### src/rtl/fetch_queue_if.sv
//------------------------------------------------------------------------------
// Module      : fetch_queue_if
// Description : Bundle of instruction-memory, redirect, stall and decode-side
//               signals of the prefetch queue. The master modport is the fetch
//               queue itself; the slave modport is the surrounding pipeline and
//               instruction memory.
// Revision    : 1.0 - initial release
//------------------------------------------------------------------------------
`default_nettype none

interface fetch_queue_if;
    logic        imem_req;
    logic [31:0] imem_addr;
    logic [31:0] imem_data;
    logic        branch_taken;
    logic [31:0] branch_target;
    logic        stall;
    logic        out_valid;
    logic [31:0] out_instruction;
    logic [31:0] out_incremented_pc;

    modport master (
        output imem_req,
        output imem_addr,
        input  imem_data,
        input  branch_taken,
        input  branch_target,
        input  stall,
        output out_valid,
        output out_instruction,
        output out_incremented_pc
    );

    modport slave (
        input  imem_req,
        input  imem_addr,
        output imem_data,
        output branch_taken,
        output branch_target,
        output stall,
        input  out_valid,
        input  out_instruction,
        input  out_incremented_pc
    );
endinterface

`default_nettype wire

### src/rtl/fetch_queue.sv
//------------------------------------------------------------------------------
// Module      : fetch_queue
// Description : Instruction prefetch queue. Issues one fetch per cycle while
//               the queue has credit (queued entries + outstanding request
//               below DEPTH), captures the instruction word the cycle after
//               each request and presents the queue head to decode. A taken
//               branch flushes the queue, drops the outstanding response and
//               redirects the PC to the word-aligned target.
//               DEPTH must be a power of two in the range 2..16.
//               Optional feature macro FETCH_QUEUE_STATS_EN adds the 16-bit
//               saturating stall_cycles counter output.
// Revision    : 1.0 - initial release
//------------------------------------------------------------------------------
`default_nettype none

module fetch_queue #(
    parameter int          DEPTH    = 4,
    parameter logic [31:0] RESET_PC = 32'd0
) (
    input  wire logic         clk,
    input  wire logic         reset,
    fetch_queue_if.master     fq
`ifdef FETCH_QUEUE_STATS_EN
    ,
    output      logic [15:0]  stall_cycles
`endif
);

    localparam int                 c_ptr_w     = $clog2(DEPTH);
    localparam int                 c_cnt_w     = c_ptr_w + 1;
    localparam logic [c_cnt_w:0]   c_depth     = DEPTH[c_cnt_w:0];
    localparam logic [c_ptr_w-1:0] c_ptr_one   = 1;
    localparam logic [c_cnt_w-1:0] c_cnt_one   = 1;
    localparam logic [31:0]        c_word_step = 32'd4;

    // Fetch side state
    logic [31:0]        r_pc;
    logic [31:0]        r_fetch_addr;
    logic               r_inflight;

    // Queue storage and bookkeeping
    logic [31:0]        r_instr_mem [DEPTH];
    logic [31:0]        r_ipc_mem   [DEPTH];
    logic [c_ptr_w-1:0] r_wr_ptr;
    logic [c_ptr_w-1:0] r_rd_ptr;
    logic [c_cnt_w-1:0] r_count;

    logic [c_cnt_w:0]   w_occupancy;
    logic               w_req;
    logic               w_push;
    logic               w_pop;
    logic               w_valid;
    logic               w_unused_tgt_lsbs;

    // The outstanding request reserves a slot so the response can never
    // arrive at a full queue.
    assign w_occupancy = {1'b0, r_count} + {{c_cnt_w{1'b0}}, r_inflight};
    assign w_req       = !reset && !fq.branch_taken && (w_occupancy < c_depth);

    // A redirect kills both the arriving response and the pop of the head.
    assign w_valid = (r_count != '0);
    assign w_push  = r_inflight && !fq.branch_taken;
    assign w_pop   = w_valid && !fq.stall && !fq.branch_taken;

    // Redirect targets are forced to word alignment, so the low bits are dropped.
    assign w_unused_tgt_lsbs = &{1'b0, fq.branch_target[1:0]};

    assign fq.imem_req           = w_req;
    assign fq.imem_addr          = r_pc;
    assign fq.out_valid          = w_valid;
    assign fq.out_instruction    = w_valid ? r_instr_mem[r_rd_ptr] : 32'd0;
    assign fq.out_incremented_pc = w_valid ? r_ipc_mem[r_rd_ptr]   : 32'd0;

    // PC, outstanding-request tracking and queue pointers/occupancy.
    always_ff @(posedge clk or posedge reset) begin
        if (reset) begin
            r_pc         <= RESET_PC;
            r_fetch_addr <= 32'd0;
            r_inflight   <= 1'b0;
            r_wr_ptr     <= '0;
            r_rd_ptr     <= '0;
            r_count      <= '0;
        end else if (fq.branch_taken) begin
            r_pc       <= {fq.branch_target[31:2], 2'b00};
            r_inflight <= 1'b0;
            r_wr_ptr   <= '0;
            r_rd_ptr   <= '0;
            r_count    <= '0;
        end else begin
            if (w_req) begin
                r_pc         <= r_pc + c_word_step;
                r_fetch_addr <= r_pc;
            end
            r_inflight <= w_req;
            if (w_push) begin
                r_wr_ptr <= r_wr_ptr + c_ptr_one;
            end
            if (w_pop) begin
                r_rd_ptr <= r_rd_ptr + c_ptr_one;
            end
            case ({w_push, w_pop})
                2'b10:   r_count <= r_count + c_cnt_one;
                2'b01:   r_count <= r_count - c_cnt_one;
                default: r_count <= r_count;
            endcase
        end
    end

    // Queue payload: the returned word and the address of the following instruction.
    always_ff @(posedge clk) begin
        if (w_push) begin
            r_instr_mem[r_wr_ptr] <= fq.imem_data;
            r_ipc_mem[r_wr_ptr]   <= r_fetch_addr + c_word_step;
        end
    end

`ifdef FETCH_QUEUE_STATS_EN
    logic [15:0] r_stall_cycles;

    // Count edges where decode holds a valid head; saturates instead of wrapping.
    always_ff @(posedge clk or posedge reset) begin
        if (reset) begin
            r_stall_cycles <= 16'd0;
        end else if (w_valid && fq.stall && (r_stall_cycles != 16'hFFFF)) begin
            r_stall_cycles <= r_stall_cycles + 16'd1;
        end
    end

    assign stall_cycles = r_stall_cycles;
`endif

endmodule

`default_nettype wire

### src/flat_wrapper.sv
// flat-port wrapper written by rule: the top's interface ports become plain ports
module fetch_queue_flat 
#(
    parameter int          DEPTH    = 4,
    parameter logic [31:0] RESET_PC = 32'd0
)
  (clk, reset, fq_imem_req, fq_imem_addr, fq_imem_data, fq_branch_taken, fq_branch_target, fq_stall, fq_out_valid, fq_out_instruction, fq_out_incremented_pc);
  fetch_queue_if fq_i ();
  input  wire logic clk;
  input  wire logic reset;
  output wire logic [$bits(fq_i.imem_req)-1:0] fq_imem_req;
  output wire logic [$bits(fq_i.imem_addr)-1:0] fq_imem_addr;
  input wire logic [$bits(fq_i.imem_data)-1:0] fq_imem_data;
  input wire logic [$bits(fq_i.branch_taken)-1:0] fq_branch_taken;
  input wire logic [$bits(fq_i.branch_target)-1:0] fq_branch_target;
  input wire logic [$bits(fq_i.stall)-1:0] fq_stall;
  output wire logic [$bits(fq_i.out_valid)-1:0] fq_out_valid;
  output wire logic [$bits(fq_i.out_instruction)-1:0] fq_out_instruction;
  output wire logic [$bits(fq_i.out_incremented_pc)-1:0] fq_out_incremented_pc;
  assign fq_imem_req = fq_i.imem_req;
  assign fq_imem_addr = fq_i.imem_addr;
  assign fq_i.imem_data = fq_imem_data;
  assign fq_i.branch_taken = fq_branch_taken;
  assign fq_i.branch_target = fq_branch_target;
  assign fq_i.stall = fq_stall;
  assign fq_out_valid = fq_i.out_valid;
  assign fq_out_instruction = fq_i.out_instruction;
  assign fq_out_incremented_pc = fq_i.out_incremented_pc;
  fetch_queue #(.DEPTH(DEPTH), .RESET_PC(RESET_PC)) u_core (.clk(clk), .reset(reset), .fq(fq_i));
endmodule
### config.mk
export PLATFORM = sky130hd
export DESIGN_NAME = fetch_queue_flat
export DESIGN_NICKNAME = d
export VERILOG_FILES = /design/src/rtl/fetch_queue_if.sv /design/src/rtl/fetch_queue.sv /design/src/flat_wrapper.sv
export SDC_FILE = /design/constraint.sdc
export NUM_CORES = 1
export LEC_CHECK = 0
export ABC_AREA = 1
export CAP_MARGIN = 25
export CORE_AREA = 2 2 143 173
export CTS_BUF_LIST = sky130_fd_sc_hd__clkbuf_4 sky130_fd_sc_hd__clkbuf_8 sky130_fd_sc_hd__clkbuf_16
export DETAILED_ROUTE_END_ITERATION = 6
export DIE_AREA = 0 0 145 175
export GPL_ROUTABILITY_DRIVEN = 0
export PLACE_DENSITY_LB_ADDON = 0.3
export SYNTH_ARGS = -nofsm -noshare
export SYNTH_HDL_FRONTEND = slang
export SYNTH_SLANG_ARGS = --single-unit
### constraint.sdc
create_clock -name clk -period 11.4 [get_ports clk]
set_clock_uncertainty 0.15 [all_clocks]
set_input_delay 3.42 -clock clk [delete_from_list [all_inputs] [get_ports clk]]
set_output_delay 3.42 -clock clk [all_outputs]
set_load 0.01 [all_outputs]
==> summary.txt <==
Worst setup path
  • Arr. time, crit path: approximately 5.4 ns
  • Crit path kind: input port to output port
  • Crit path max fanout: 64
  • Worst setup EP type: output port
  • Flop2flop setup slack: 9.14 ns
  • WP data required: 7.83 ns
  • Critical Path Source Type: input port
  • Worst reg2reg path depth: 7

Timing
  • TNS Setup: 0 ns
  • RSZ-0062 raised after global routing: no
  • Min Tclk post-route: approximately 9.0 ns
  • Worst Tran Pin Value: 0.9688 ns
  • Final period util: between 70% and 80%
  • Final hold violation count: 0
  • Slew headroom: 35.41%
  • Final setup viols: 0
  • F_max: approximately 110 MHz
  • Final Slew Violations: 0

Floorplan
  • DIE WIDTH: ~150 um
  • Row count: 62
  • CORE AREA: between 20000 and 25000 um^2
  • Die area: 25380 um^2
  • IO Count: 166
  • Starting Density: roughly three fifths
  • Chip height: 175 um

Final layout
  • Synth-to-Final Area Change: 19.04%
  • Final #Nets: 1658
  • Share of layout cells above drive strength 1: around 5.4%
  • Antenna Cells: 0
  • Fin util: a little under three quarters
  • Fill cells: 1677

Yosys
  • Top cells by area, synth: edfxtp_1 (52%), dfrtp_1 (12%), nor2_1 (8.8%)
  • Sequential area share after synthesis: 64.26%
  • Yosys cell types: 36
  • Synth Flop Type: edfxtp_1
  • Most frequent cells after synthesis: nor2_1 (335), nand2_1 (253), edfxtp_1 (248)
  • Flops & latches, synth: 316
  • FFs w/ async S/R, synth: roughly 22%
  • Synth top area share: 52.31%
  • Leading area contributor after synthesis: edfxtp_1
  • Post-Syn Area: roughly 14000 um^2
  • Syn Inst Count: 1445
  • Number of synthesized flops with an enable pin: ~250
  • Most frequent cell after synthesis: nor2_1
  • Syn. warnings: 0
  • Syn avg cell area: 9.852 um^2

Global route
  • Grt ovf: 0
  • Total Routing Usage GR: 25.03%
  • Number of global-route vias before repair: about 10k
  • First-pass GRT wire length: 51180 um
  • Initial antenna violation count: 0
  • Largest net degree at the start of global routing: 75

Clocking
  • Hold buffer count at cts: 0
  • Clock transition at path regs: about 0.06 ns
  • CTS tree: built
  • Root Driver: clkbuf_16
  • CTS Sinks: between 300 and 400
  • Max Root-Sink Buffers: 3
  • Post-CTS Setup Repair Bufs: 0
  • Worst-Skew Late Latency: 0.54 ns
  • TritonCTS buffer count: 29
  • H-tree depth: 1
  • Number of gates resized after CTS: 0

Detailed routing
  • Remaining DRCs: 0
  • Initial DRC count: between 600 and 700
  • ANT nets after route: 0
  • Vias post-DR: 10.58k
  • First-pass detailed-route iteration total: 7
  • Final wirelength: approximately 32000 um
  • Mean routed wirelength per cell: 16.52 um
  • Via-to-Cell Ratio: 5.498

Status
  • Outcome: finished clean

Pwr
  • Maximum VDD drop: 0.1331 mV
  • Pwr dens: 209.8 nW/um^2
  • Leakage power: 0.006340 uW
  • Overall power: approximately 3600 uW

Job
  • Max-cap violations: 0

Worst hold path
  • WHS Path Cells: 2
  • Min-Delay Path Class: flop to flop

Placed design
  • Post-detail-place hpwl: 19290 um
  • PortBufs: roughly 160
critical path, stage by stage:
cell and delay [ns]:
clkdlybuf4s50_1 0.39, buf_4 0.26, nor2_4 0.17, nand3_4 0.47, inv_1 0.17, clkdlybuf4s50_1 0.55
layout make-up:
type | count | area (um^2) | area share [%]
Clock inverter | 21 | 183.9 | 1.085
Multi-Input combinational cell | 965 | 4408 | 26.01
Clock buffer | 31 | 747.0 | 4.408
Tap cell | 320 | 400.4 | 2.363
Inverter | 101 | 379.1 | 2.237
Timing Repair Buffer | 170 | 1674 | 9.879
Sequential cell | 316 | 9154 | 54.02
report_power, final:
part / internal, uW / leakage [uW] / total (uW) / switching [uW]
Clock: 540 / 0.000455 / 943 / 403
Combinational: 460 / 0.00280 / 1090 / 627
Sequential: 1400 / 0.00308 / 1530 / 128
per-stage QoR:
step	area (um^2)	worst slack, ns	cells	hold WS, ns
after floorplan	14250	3.748	1448	0.3161
after global placement	16020	2.372	1872	0.3444
after detailed placement	16020	2.369	1872	0.3510
after CTS	16950	2.386	1924	0.3667
after global routing	16950	2.249	1924	0.4011
final	16950	2.401	1924	0.3626
layout by cell type, fill, tap and decap left out, types with 6 or more instances in the layout:
cell | Yosys | routed
a21oi_1 | 67 | 67
buf_4 | 13 | 11
clkbuf_16 | 0 | 29
clkdlybuf4s50_1 | 0 | 159
clkinv_1 | 1 | 8
clkinv_2 | 0 | 6
dfrtp_1 | 68 | 66
edfxtp_1 | 248 | 248
ha_1 | 6 | 6
inv_1 | 96 | 95
nand2_1 | 253 | 253
nand3_1 | 41 | 41
nand3b_1 | 9 | 9
nor2_1 | 335 | 331
nor2_2 | 7 | 7
nor2_4 | 3 | 7
o211ai_1 | 7 | 7
o21ai_0 | 172 | 172
o21ai_1 | 10 | 10
xnor2_1 | 7 | 7
xor2_1 | 21 | 21
kinds of logic after synthesis:
| family | Yosys count | share of synthesized area (%) |
|---|---|---|
| other | 1 | 0.02634 |
| XOR/XNOR | 28 | 1.723 |
| adder cells (fa/ha/maj) | 7 | 0.6679 |
| AND/OR/NAND/NOR | 668 | 19.03 |
| buffers and inverters | 167 | 5.062 |
| AO/OA/AOI/OAI | 258 | 9.228 |
| flip-flops | 316 | 64.26 |
flip-flops by register name, summed over array words and instances, names as in the netlist:
| signal | cells |
|---|---|
| u_core.r_ipc_mem | 120 |
| u_core.fq.imem_addr | 30 |
| u_core.r_inflight | 1 |
| u_core.r_instr_mem | 128 |
| u_core.r_count | 3 |
| u_core.r_fetch_addr | 30 |
| u_core.r_rd_ptr | 2 |
| u_core.r_wr_ptr | 2 |
routing by layer:
metal	wire length [um]	vias to the layer above	track usage [%]	part of all wire, %
li1	-	5079	-	-
met1	12970	4986	33.00	41
met2	15780	444	43.19	50
met3	2107	70	2.846	6.6
met4	918	0	9.406	2.9
met5	0	-	0	0
worst paths after layout:
| kind | start | to |
|---|---|---|
| worst max-delay path | fq_branch_taken | fq_imem_req |
| worst min-delay path | u_core.r_fetch_addr[8] | u_core.r_fetch_addr[8] |
| worst max register to register | u_core.r_fetch_addr[2] | u_core.r_ipc_mem[3][28] |
| worst min register to register | u_core.r_fetch_addr[8] | u_core.r_fetch_addr[8] |
| max in group asynchronous | reset | u_core.r_rd_ptr[0] |
| min in group asynchronous | reset | u_core.r_count[2] |
No activity file was read; power rests on OpenSTA's default activity.
